[src/rtl/downcount_ctrl.sv]
// Sequencer for a prescaled 4-bit down-counter: load, count down, pause,
// stop, auto-reload, plus terminal-count pulse and done flag.
module downcount_ctrl #(
  parameter int WIDTH    = 4,
  parameter int PS_WIDTH = 8
) (
  input  logic                clk,
  input  logic                reset,
  input  logic [WIDTH-1:0]    cfg_load_val,
  input  logic [PS_WIDTH-1:0] cfg_prescale,
  input  logic                cfg_auto_reload,
  input  logic                start,
  input  logic                hold,
  input  logic                stop,
  output logic [WIDTH-1:0]    count,
  output logic                busy,
  output logic                tc_pulse,
  output logic                done,
  output logic                start_err
);

  typedef enum logic [1:0] {IDLE, RUN, PAUSE, DONE} state_t;

  state_t              state, state_nxt;
  logic [WIDTH-1:0]    count_nxt;
  logic [PS_WIDTH-1:0] pcnt, pcnt_nxt;
  logic                tc_nxt, err_nxt;
  logic                active;

  always_ff @(posedge clk) begin
    if (reset) begin
      state     <= IDLE;
      count     <= '1;
      pcnt      <= '0;
      tc_pulse  <= 1'b0;
      start_err <= 1'b0;
    end else begin
      state     <= state_nxt;
      count     <= count_nxt;
      pcnt      <= pcnt_nxt;
      tc_pulse  <= tc_nxt;
      start_err <= err_nxt;
    end
  end

  // A PAUSE with hold released is treated like RUN on that same edge, so a
  // hold of N clocks delays the countdown by exactly N clocks.
  always_comb begin
    state_nxt = state;
    count_nxt = count;
    pcnt_nxt  = pcnt;
    tc_nxt    = 1'b0;
    err_nxt   = 1'b0;
    active    = (state == RUN) || (state == PAUSE);

    if (stop) begin
      state_nxt = IDLE;
    end else if (start && !active) begin
      count_nxt = cfg_load_val;
      pcnt_nxt  = cfg_prescale;
      state_nxt = RUN;
    end else if (active) begin
      err_nxt = start;
      if (hold) begin
        state_nxt = PAUSE;
      end else begin
        state_nxt = RUN;
        if (pcnt != '0) begin
          pcnt_nxt = pcnt - PS_WIDTH'(1);
        end else begin
          pcnt_nxt = cfg_prescale;
          if (count != '0) begin
            count_nxt = count - WIDTH'(1);
          end else begin
            // Zero is trapped here, so the counter can never wrap
            tc_nxt = 1'b1;
            if (cfg_auto_reload) count_nxt = cfg_load_val;
            else                 state_nxt = DONE;
          end
        end
      end
    end
  end

  always_comb begin
    busy = (state == RUN) || (state == PAUSE);
    done = (state == DONE);
  end

endmodule
[config.mk]
export PLATFORM = sky130hd
export DESIGN_NAME = downcount_ctrl
export DESIGN_NICKNAME = d
export VERILOG_FILES = /design/src/rtl/downcount_ctrl.sv
export SDC_FILE = /design/constraint.sdc
export NUM_CORES = 1
export LEC_CHECK = 0
export BUFFER_PORTS_ARGS = -buffer_cell sky130_fd_sc_hd__buf_2
export CAP_MARGIN = 15
export CORE_ASPECT_RATIO = 1.1
export CORE_MARGIN = 1
export CORE_UTILIZATION = 46
export DETAILED_ROUTE_END_ITERATION = 10
export GPL_TIMING_DRIVEN = 0
export PLACE_DENSITY_LB_ADDON = 0.1
export SYNTH_ARGS = -nofsm -noshare
export SYNTH_HDL_FRONTEND = slang
export SYNTH_SLANG_ARGS = --single-unit
[constraint.sdc]
create_clock -name clk -period 1.99 [get_ports clk]
set_input_delay 0.597 -clock clk [delete_from_list [all_inputs] [get_ports clk]]
set_output_delay 0.597 -clock clk [all_outputs]
set_load 0.005 [all_outputs]
# == Word-level counts from Yosys, hierarchy flattened ==
# Index checks and enable logic that the tools add are counted.
# word_totals
register_bits,16
in_bits,18
# classes
n_addsub,2
n_eq_ne,5
mux,17
bitwise,2
reduce_logical,13
# op_table
op,count
8-bit 2-to-1 mux,4
4-bit 2-to-1 mux,6
2-bit 2-to-1 mux,4
8-bit nonzero test,1
"8-bit by 1-bit subtractor with 8-bit output, second input constant",1
6-bit OR reduction,1
5-bit AND reduction,1
"2-bit == test, second input constant",2
4-bit nonzero test,1
4-bit OR reduction,1
"4-bit by 1-bit subtractor with 4-bit output, second input constant",1
1-bit 2-to-1 mux,3
3-bit AND reduction,1
3-bit nonzero test,1
3-bit OR reduction,1
"2-bit by 1-bit == test with 1-bit output, second input constant",1
"2-bit by 1-bit != test with 1-bit output, second input constant",1
"2-bit != test, second input constant",1
1-bit NOT,2
2-bit nonzero test,1
2-bit OR reduction,1
1-bit logical AND,1
1-bit logical NOT,1
1-bit logical OR,1

# == Logic depth before layout (Yosys ltp) ==
# Gate-level depths: netlist of run 1.
# depth
depth_word,6
depth_mapped,6
mapped_depth_nobuf,6

# == Worst setup path before layout of run 1 ==
# Ideal clock, no wire load.
# synth_path
path_type,register -> register
start,register pcnt[0]
end,register count[0]
setup_ps,122
arrival_time_ps,1755
required_ps,1868
slack_ps,113
path_stages_with_launch,7
path_buffers,0
cell_sequence,dfxtp_1 -> inv_1 -> ha_1 -> or3b_1 -> o31ai_4 -> a31oi_1 -> a311o_1
# synth_between
elab_chain_cells,3
# synth_rtl
item,line,text
"start, declared",26,"logic [PS_WIDTH-1:0] pcnt, pcnt_nxt;"
"start signal, assigned",40,pcnt <= pcnt_nxt;
8-bit nonzero test,68,if (pcnt != '0) begin
2-bit != test (no line),--,
5-bit AND reduction (no line),--,
"end signal, assigned",39,count <= count_nxt;
"end, declared",15,"output logic [WIDTH-1:0] count,"
# Every way passes these cells.
# A chain may end at the register's enable or synchronous reset.

# == Final worst setup path of run 1 ==
# Same ends and word-level chain as after synthesis.

==> summary.md, run 1 <==
| Metric | Value |
|---|---|
| RSZ-0062 raised after global routing | `false` |
| Hpwl dp | `1.996 mm` |
| Clock transition at path regs | `0.09 ns` |
| WP data arrival | `2.08 ns` |
| Pre-Repair DR Iteration Count | `4` |
| Hold Crit Endpoint | `pcnt[1]$_SDFFE_PP0P_` |
| Port Buf Inserts | `25` |
| Post-route clock period utilization | `95.22%` |
| Ratio of cells with drive above 1 in the final layout | `31.33%` |
| Post-synth top flop | `dfxtp_1` |
| Clk sink count | `16` |
| CP cell instances | `inv_2, ha_2, or3b_4, o31ai_4, a31oi_1, a311o_1` |
| Routed len/inst | `14.84 µm` |
| Post-synthesis sequential area ratio | `31.72%` |
| Pre-CTS WS | `-0.1051 ns` |
| Slew Limit Fails | `0` |
| Slew margin rel. | `38.07%` |
| CP delay by family, top | `compound AO/OA/AOI/OAI gates` |
| Final worst setup slack | `0.09505 ns` |
| Area of the die | `0.002386 mm²` |
| Remaining global-route overflow | `0` |
| Final setup violation count | `0` |
| Worst path max stage delay | `0.43 ns` |
| Clk buf depth | `2` |
| Mapped Cells | `123` |
| Total CTS buffers | `3` |
| Inst Count DP | `176` |
| Synthesis-stage register bit count | `16` |
| Via count | `1069` |
| Min-Delay Path Class | `reg -> reg` |
| Worst-Margin Slew | `0.9205 ns` |
| ANT nets after route | `0` |
| CP max FO | `5` |
| Critical Path RT | `2.17 ns` |
| Hold WS | `0.5149 ns` |
| Mapped Area | `0.001010 mm²` |
| Setup total negative slack | `0 ns` |
| Syn avg cell area | `8.209 µm²` |
| Starting Density | `49.45%` |
| CTS Root Buffer Type | `clkbuf_4` |
| Core region area | `0.002042 mm²` |
| Synth cell types | `42` |
| Post-route minimum period | `1.895 ns` |
| Vias/cell | `6.006` |
| Worst hold path startpoint | `pcnt[1]$_SDFFE_PP0P_` |
| Setup crit start | `pcnt[0]$_SDFFE_PP0P_` |
| Cell taking the most area after synthesis | `dfxtp_1` |
| Fmax | `527.7 MHz` |
| Peak supply drop | `439.4 µV` |
| Leak | `0.0004924 µW` |
| Largest cells by area after synthesis | `dfxtp_1 32%, ha_1 5.0%, o32ai_1 4.3%` |
| Row cnt | `17` |
| Io pins | `26` |
| Synth top area share | `31.72%` |
| Largest net degree at the start of global routing | `11` |
| Fin. Hold Viols | `0` |
| WHS Path Cells | `2` |
| Mapped Nets | `145` |
| All-Layer GR Usage | `25.95%` |
| Slowest CP cell | `or3b_4` |
| Critical path class | `reg -> reg` |
| Buf/Inv on CP | `1` |
| Finished Layout Cells | `178` |
| CTS tree | `yes` |
| Reg2Reg Depth | `6` |
| Setup Skew | `0.004622 ns` |
| Die outline height | `51.14 µm` |
| Area growth syn-to-layout | `21.69%` |
| First-pass GRT wire length | `4.457 mm` |
| P per Cell Area | `800.3 mW/mm²` |
| R2R Path End | `count[0]$_SDFFE_PP1P_` |
| Async set-reset flop share out of synthesis | `0%` |
| Vias in the first global route | `1060` |
| Number of flops mapped to enable cells by yosys | `0` |
| DRT iter0 DRCs | `10` |
| Skew-Pair Late Insertion Delay | `0.29 ns` |
| Nets | `174` |
| Ant diodes | `0` |
| Gpl congestion | `0.9138` |
| Drt total wl | `2.641 mm` |
| Setup crit end kind | `register` |
| DRC | `0` |
| H-tree depth reported by CTS | `1` |
| R2R Setup Slk | `0.1 ns` |
| Maxcap violations | `0` |
| Worst r2r src | `pcnt[0]$_SDFFE_PP0P_` |
| Startpoint class of the critical path | `register` |
| Run status | `completed` |
| Initial antenna violation count | `0` |
| YS warnings | `0` |
| Chip width | `46.67 µm` |
## metrics by stage
stage                     total power, µW  utilization [%]  instance area (µm²)
after global routing                 1064            60.17                 1229
after detailed placement            780.9            57.29                 1170
after CTS                           963.1            58.64                 1197
after floorplan                     678.4                -                 1010
after global placement              771.7            57.29                 1170
final                               983.3            60.17                 1229
## cells by family after synthesis
kind of cell / after synthesis / synth area share [%]
adder cells (fa/ha/maj): 4 / 4.957
AO/OA/AOI/OAI: 42 / 30.24
buffers and inverters: 14 / 5.328
flip-flops: 16 / 31.72
multiplexers: 2 / 1.983
AND/OR/NAND/NOR: 45 / 25.78
## tightest hold or removal path: stages (launching register included)
cell and delay [ns]:
dfxtp_2 0.36, nand3_1 0.07, o21ai_1 0.06
## worst max path at each step
| stage | to | slack (ns) | depth (start not counted) |
|---|---|---|---|
| 6_report | count[0]$_SDFFE_PP1P_ | 0.1 | 6 |
| 5_1_grt | pcnt[6]$_SDFFE_PP0P_ | 0.007 | 4 |
| 2_1_floorplan | count[0]$_SDFFE_PP1P_ | 0.11 | 6 |
| 4_1_cts | count[0]$_SDFFE_PP1P_ | 0.01 | 6 |
| 3_3_place_gp | count[0]$_SDFFE_PP1P_ | -0.06 | 6 |
| 3_5_place_dp | count[0]$_SDFFE_PP1P_ | -0.11 | 5 |
## area by class of cell
type / count / area [µm²]
Multi-Input combinational cell: 93 / 666.9
Buffer: 2 / 11.26
Sequential cell: 16 / 322.8
Tap cell: 28 / 35.03
Fill cell: 215 / 813.3
Inverter: 10 / 37.54
Clock buffer: 3 / 22.52
Timing Repair Buffer: 26 / 132.6
## sequential cells by signal (all words and copies together) (netlist names)
signal,count
count,4
pcnt,8
start_err,1
state,2
tc_pulse,1
## cell usage after synthesis (3+ instances only)
master,n
o21ai_0,7
a21oi_1,8
nor4_1,5
nand3_1,8
o32ai_1,5
ha_1,4
nand2_1,3
nor3_1,5
clkbuf_1,3
nor2_1,8
nand2b_1,3
inv_1,10
a31oi_1,3
dfxtp_1,16
## placed cells by master, fill, tap and decap left out, drive strengths merged, types with 4 or more instances in the layout
| master | synthesis | routed |
|---|---|---|
| nor4 | 5 | 5 |
| o21ai | 9 | 9 |
| nand3 | 8 | 8 |
| inv | 10 | 10 |
| a21oi | 8 | 8 |
| o32ai | 5 | 5 |
| buf | 1 | 26 |
| nor2 | 8 | 8 |
| nor3 | 6 | 6 |
| dfxtp | 16 | 16 |
| clkbuf | 3 | 5 |
| ha | 4 | 4 |
## report_power, final
part           internal, µW  leakage, µW  total, µW  switching (µW)
Sequential              353     0.000132        392            38.9
Combinational           187     0.000347        417             231
Clock                  70.4    0.0000138        174             104
Total                   610     0.000492        983             374
## layer usage
| metal | part of all wire, % | GRT usage [%] | routed length, µm | vias up |
|---|---|---|---|---|
| met5 | 0 | 0 | 0 | - |
| met4 | 2.3 | 12.86 | 61 | 0 |
| met3 | 3.3 | 5.654 | 88 | 7 |
| met2 | 54 | 46.30 | 1429 | 27 |
| met1 | 40 | 27.29 | 1061 | 497 |
| li1 | - | - | - | 538 |
## what timing repair did
action                     4_1_cts  5_1_grt
buffers inserted                 0        1
setup endpoints to repair        6       12
hold buffers                     0        0
pin swaps                        0        1
resized for setup                3       10
(Power assumes the default switching activity.)
==> run 2, diff against run 1 <==
Settings changed: CORE_MARGIN 1 to unset, CORE_UTILIZATION 46 to 51.
Clock period 1.99 ns to 1.8 ns, I/O delays scaled along.
==> run 2 against run 1 <==
  * The flow now finishes with violations (negative setup slack)
  * Power grew 31%
  * Register-to-register slack lost 0.10 ns
  * Maximum frequency grew 5.0%
  * Wire length grew 14%
  * Critical endpoint unchanged
==> summary.md, run 2 (synthesized netlist as in run 1, its figures left out) <==
| Metric | Value |
|---|---|
| Die outline height | `48.67 µm (-4.8%)` |
| Gpl congestion | `0.8337 (-8.8%)` |
| Port Buf Inserts | `25 (unchanged)` |
| Failing checks | `negative setup slack` |
| Area of the die | `0.002162 mm² (-9.4%)` |
| Setup crit start | `pcnt[1]$_SDFFE_PP0P_` |
| Chip width | `44.43 µm (-4.8%)` |
| Worst path max stage delay | `0.42 ns (about the same)` |
| All-Layer GR Usage | `28.66% (+2.7 points)` |
| Routed len/inst | `15.83 µm (+6.7%)` |
| Ant diodes | `0 (unchanged)` |
| Post-route clock period utilization | `100.3% (+5.1 points)` |
| WHS Path Cells | `2 (unchanged)` |
| Vias/cell | `6.163 (+2.6%)` |
| Slew Limit Fails | `0 (unchanged)` |
| CP max FO | `5 (unchanged)` |
| Setup crit end kind | `register` |
| CP delay by family, top | `compound AO/OA/AOI/OAI gates` |
| Worst r2r src | `pcnt[1]$_SDFFE_PP0P_` |
| Fin. Hold Viols | `0 (unchanged)` |
| Design area | `0.001425 mm² (+16%)` |
| Skew-Pair Late Insertion Delay | `0.30 ns (about the same)` |
| Row cnt | `16 (-1)` |
| Area of the multi-input gates | `747.0 µm² (+12%)` |
| FF/Latch Area | `329.1 µm² (+1.9%)` |
| R2R Path End | `count[0]$_SDFFE_PP1P_` |
| Power Total | `1289 µW (+31%)` |
| Final setup violation count | `1 (+1)` |
| Number of fill cells | `117 (-46%)` |
| Via count | `1171 (+9.5%)` |
| Commonest non-fill, non-tap cell in the layout | `buf_2` |
| Remaining global-route overflow | `0 (unchanged)` |
| Slowest CP cell | `or3b_4` |
| Area growth syn-to-layout | `41.14%` |
| WP data arrival | `2.01 ns (-0.07 ns)` |
| Hpwl dp | `1.948 mm (-2.4%)` |
| Peak supply drop | `585.4 µV (+33%)` |
| Worst-Margin Slew | `0.6201 ns (-0.3004 ns)` |
| CTS tree | `yes` |
| Total CTS buffers | `3 (unchanged)` |
| Fin util | `78.23% (+18 points)` |
| ANT nets after route | `0 (unchanged)` |
| Critical Path RT | `2.00 ns (-0.17 ns)` |
| Fmax | `554.0 MHz (+5.0%)` |
| DRT iter0 DRCs | `37 (+27)` |
| Clk buf depth | `2 (unchanged)` |
| CTS Root Buffer Type | `clkbuf_4` |
| Critical path class | `reg -> reg` |
| Ratio of cells with drive above 1 in the final layout | `42.94% (+12 points)` |
| Buf/Inv on CP | `1 (unchanged)` |
| CP cell instances | `inv_4, ha_4, or3b_4, o31ai_4, a31oi_1, a311o_1` |
| Regs by FF count | `pcnt (8), count (4), state (2)` |
| Min-Delay Path Class | `in -> reg` |
| CP endpoint | `count[0]$_SDFFE_PP1P_` |
| Hold_buf cts | `0 (unchanged)` |
| Setup Skew | `0.0006882 ns (-0.003934 ns)` |
| Slew margin rel. | `58.32% (+20 points)` |
| Leak | `0.0005873 µW (+19%)` |
| Setup total negative slack | `-0.005067 ns (-0.005067 ns)` |
| Core region area | `0.001822 mm² (-11%)` |
| H-tree depth reported by CTS | `1 (unchanged)` |
| P per Cell Area | `904.4 mW/mm² (+13%)` |
| Initial antenna violation count | `0 (unchanged)` |
| Starting Density | `55.43% (+6.0 points)` |
| Final worst setup slack | `-0.005067 ns (-0.1001 ns)` |
| Most flop-heavy register | `pcnt` |
| Startpoint class of the critical path | `register` |
| Post-Place Cell Area | `0.001174 mm² (+0.32%)` |
| Nets | `186 (+6.9%)` |
| Drt total wl | `3.008 mm (+14%)` |
| Pre-Repair DR Iteration Count | `4 (unchanged)` |
| Max FFs per register | `8 (unchanged)` |
| Clock transition at path regs | `0.10 ns (about the same)` |
| Commonest cells after routing, fill and taps aside | `25 x buf_2, 14 x buf_4, 13 x dfxtp_1` |
| Io pins | `26 (unchanged)` |
| Maxcap violations | `0 (unchanged)` |
| First-pass GRT wire length | `4.712 mm (+5.7%)` |
| Stages on the worst setup path | `6 (unchanged)` |
| Post-route minimum period | `1.805 ns (-0.08988 ns)` |
| Vias in the first global route | `1054 (-0.57%)` |
| Run status | `complete, but fails checks` |
| Largest net degree at the start of global routing | `11 (unchanged)` |
| Reg2Reg Depth | `6 (unchanged)` |
| Clk sink count | `16 (unchanged)` |
| DRC | `0 (unchanged)` |
| RSZ-0062 raised after global routing | `true` |
| R2R Setup Slk | `-0.005 ns (-0.10 ns)` |
run 2: metrics by stage:
stage / instances / setup slack [ns] / hold slack [ns]
2_1_floorplan: 123 / 0.0002175 / 0.4801
3_3_place_gp: 175 / -0.1881 / 0.5024
3_5_place_dp: 175 / -0.2293 / 0.5135
4_1_cts: 181 / 0.01150 / 0.5020
5_1_grt: 190 / -0.05560 / 0.4737
6_report: 190 / -0.005067 / 0.4934
run 2: area by class of cell:
class	count	share of cell area [%]
plain buffers	2	0.7902
clock buffers	4	2.546
inverters	10	3.161
multi-input cells	93	52.41
flip-flops and latches	16	23.09
well taps	27	2.370
repair buffers	38	15.63
run 2: repair_timing:
item	4_1_cts	5_1_grt
setup buffers	4	9
setup endpoints to repair	12	14
pin swaps	4	4
gates resized for setup	15	16
run 2: how the worst min path moves through the flow:
stage,to,from
floorplan,pcnt[4]$_SDFFE_PP0P_,pcnt[4]$_SDFFE_PP0P_
global placement,pcnt[4]$_SDFFE_PP0P_,pcnt[4]$_SDFFE_PP0P_
detailed placement,pcnt[4]$_SDFFE_PP0P_,pcnt[4]$_SDFFE_PP0P_
CTS,tc_pulse$_SDFF_PP0_,stop
global route,state[0]$_SDFFE_PP0N_,stop
finish,state[0]$_SDFFE_PP0N_,stop
run 2: power breakdown:
group	switching, µW	total, µW	internal [µW]
clock network	133	257	124
registers	49.7	440	391
logic	308	592	284
total	491	1290	798
run 2: per-layer routing:
| metal | GRT usage [%] | routed length [µm] | part of all wire (%) | vias to the layer above |
|---|---|---|---|---|
| met5 | 0 | 0 | 0 | - |
| met4 | 13.13 | 92 | 3.1 | 0 |
| met3 | 5.970 | 149 | 5.0 | 13 |
| met2 | 47.55 | 1505 | 50 | 51 |
| met1 | 34.34 | 1261 | 42 | 547 |
| li1 | - | - | - | 560 |
==> run 3, diff against run 2 <==
--- a/config.mk
+++ b/config.mk
@@ -17 +17,2 @@
 export SYNTH_SLANG_ARGS = --single-unit
+export TNS_END_PERCENT = 10
==> constraint.sdc (replaced) <==
create_clock -name clk -period 1.8 [get_ports clk]
set_input_delay 0.36 -clock clk [delete_from_list [all_inputs] [get_ports clk]]
set_output_delay 0.36 -clock clk [all_outputs]
set_load 0.005 [all_outputs]
==> run 3 against run 2 <==
  * The flow still finishes with violations (negative setup slack)
  * Via count shrank 4.8%
  * Combinational power decreased by 16%
  * Clock power fell by 4%
  * Clock skew up 0.0019 ns
  * Cell area down 8.4%
  * Count of clock-buffer cells in the layout unchanged
  * Die area is the same
  * Wire length is 6.5% lower
  * Cell count shrank 4.7%
  * Maximum frequency increased by 0.20%
  * Register-to-register slack barely moved
  * Utilization fell by 6.6 points
  * Critical path type unchanged
  * Critical endpoint is now count[1]$_SDFFE_PP1P_
  * Largest cell class unchanged
  * Largest power group unchanged
==> summary.md, run 3 (synthesized netlist as in run 1, its figures left out) <==
| Metric | Value |
|---|---|
| Row cnt | `16 (unchanged)` |
| Ant diodes | `0 (unchanged)` |
| Peak supply drop | `667.8 µV (+14%)` |
| P per Cell Area | `906.3 mW/mm² (+0.21%)` |
| First-pass GRT wire length | `4.712 mm (unchanged)` |
| Failing checks | `negative setup slack` |
| Vias in the first global route | `1054 (unchanged)` |
| Met2 WL | `1.395 mm (-7.3%)` |
| Gpl congestion | `0.8337 (unchanged)` |
| Final setup violation count | `1 (unchanged)` |
| Fin. Hold Viols | `0 (unchanged)` |
| Hold WS | `0.3332 ns (-0.1602 ns)` |
| Critical path class | `reg -> reg` |
| Setup Skew | `0.002582 ns (+0.001894 ns)` |
| DRC | `0 (unchanged)` |
| Ratio of cells with drive above 1 in the final layout | `35.71% (-7.2 points)` |
| Hold_buf cts | `0 (unchanged)` |
| ANT nets after route | `0 (unchanged)` |
| Worst path max stage delay | `0.43 ns (about the same)` |
| Io pins | `26 (unchanged)` |
| Setup total negative slack | `-0.001464 ns (+0.003602 ns)` |
| CTS Root Buffer Type | `clkbuf_4` |
| Die outline height | `48.67 µm (unchanged)` |
| CP cell instances | `inv_4, ha_4, or3b_4, o31ai_4, nand2_1, o311ai_2` |
| Clk buf depth | `2 (unchanged)` |
| Post-route clock period utilization | `100.1% (-0.20 points)` |
| Drt total wl | `2.813 mm (-6.5%)` |
| Most flop-heavy register | `pcnt` |
| Fmax | `555.1 MHz (+0.20%)` |
| Min-Delay Path Class | `in -> reg` |
| Clk sink count | `16 (unchanged)` |
| Met1 wire length | `1.188 mm (-5.8%)` |
| WP data arrival | `1.99 ns (-0.02 ns)` |
| Routed wl met3 | `170 µm (+14%)` |
| Critical Path RT | `1.99 ns (about the same)` |
| Uppermost layer routed | `met4` |
| Largest net degree at the start of global routing | `11 (unchanged)` |
| Via count | `1115 (-4.8%)` |
| Area growth syn-to-layout | `29.24%` |
| Final worst setup slack | `-0.001464 ns (+0.003602 ns)` |
| Slowest CP cell | `or3b_4` |
| Number of fill cells | `139 (+19%)` |
| Run status | `complete, but fails checks` |
| Regs by FF count | `pcnt (8), count (4), state (2)` |
| Chip width | `44.43 µm (unchanged)` |
| Hpwl dp | `1.948 mm (unchanged)` |
| Routed len/inst | `15.54 µm (-1.8%)` |
| Initial antenna violation count | `0 (unchanged)` |
| Pre-Repair DR Iteration Count | `4 (unchanged)` |
| Post-route minimum period | `1.801 ns (-0.003602 ns)` |
| Pre-CTS WS | `-0.2293 ns (unchanged)` |
| Nets | `177 (-4.8%)` |
| Commonest non-fill, non-tap cell in the layout | `buf_2` |
| Slew Limit Fails | `0 (unchanged)` |
| CP delay by family, top | `simple AND/OR/NAND/NOR gates` |
| RSZ-0062 raised after global routing | `true` |
| Vias/cell | `6.160 (about the same)` |
| Skew-Pair Late Insertion Delay | `0.29 ns (about the same)` |
| H-tree depth reported by CTS | `1 (unchanged)` |
| CTS tree | `yes` |
| Worst-Margin Slew | `0.5103 ns (-0.1098 ns)` |
| Core region area | `0.001822 mm² (unchanged)` |
| Maxcap violations | `0 (unchanged)` |
| Commonest cells after routing, fill and taps aside | `25 x buf_2, 14 x dfxtp_1, 8 x inv_1, 8 x nand3_1, 8 x nor2_1` |
| Startpoint class of the critical path | `register` |
| Leak | `0.0005249 µW (-11%)` |
| Buf/Inv on CP | `1 (unchanged)` |
| All-Layer GR Usage | `28.66% (unchanged)` |
| Starting Density | `55.43% (unchanged)` |
| DRT iter0 DRCs | `39 (+5.4%)` |
| Total CTS buffers | `3 (unchanged)` |
| Max FFs per register | `8 (unchanged)` |
| Slew margin rel. | `65.70% (+7.4 points)` |
| Power Total | `1183 µW (-8.2%)` |
| Setup crit end kind | `register` |
| CP max FO | `5 (unchanged)` |
| Area of the die | `0.002162 mm² (unchanged)` |
| Port Buf Inserts | `25 (unchanged)` |
| Remaining global-route overflow | `0 (unchanged)` |
| Clock transition at path regs | `0.10 ns (about the same)` |
run 3: path summary, 6_finish.rpt:
path	start	to	slack (ns)	depth (start not counted)
max reg2reg	pcnt[0]$_SDFFE_PP0P_	count[1]$_SDFFE_PP1P_	-0.001	6
max	pcnt[0]$_SDFFE_PP0P_	count[1]$_SDFFE_PP1P_	-0.001	6
min	stop	tc_pulse$_SDFF_PP0_	0.33	2
min reg2reg	pcnt[4]$_SDFFE_PP0P_	pcnt[4]$_SDFFE_PP0P_	0.54	2
run 3: where the power goes:
part	switching, µW	total [µW]	internal [µW]
Combinational	272	498	226
Clock	124	247	123
Sequential	47.6	438	390
run 3: layer usage:
metal	vias up	track usage (%)
met5	-	0
met4	0	13.13
met3	8	5.970
met2	50	47.55
met1	512	34.34
li1	545	-
run 3: through the flow:
stage	util [%]	instance area [µm²]	cells
floorplan	-	1015	123
global placement	64.42	1174	175
detailed placement	64.42	1174	175
CTS	70.67	1287	181
global route	71.63	1305	181
finish	71.63	1305	181
run 3: repair_timing:
| action | in CTS | in global routing |
|---|---|---|
| pin swaps | 4 | 0 |
| setup buffers | 4 | 0 |
| resized for setup | 15 | 4 |
| setup endpoints to repair | 12 | 14 |
run 3: cell type report:
type | count | area (µm²) | area share (%)
plain buffers | 2 | 11.26 | 0.8629
clock buffers | 4 | 36.28 | 2.780
inverters | 10 | 42.54 | 3.260
multi-input cells | 93 | 698.2 | 53.50
flip-flops and latches | 16 | 327.8 | 25.12
well taps | 27 | 33.78 | 2.589
repair buffers | 29 | 155.1 | 11.89
run 3: worst reg2reg max path, cell delays in order (launching register included):
cell and delay [ns]:
dfxtp_4 0.37, inv_4 0.08, ha_4 0.15, or3b_4 0.43
o31ai_4 0.26, nand2_1 0.12, o311ai_2 0.29
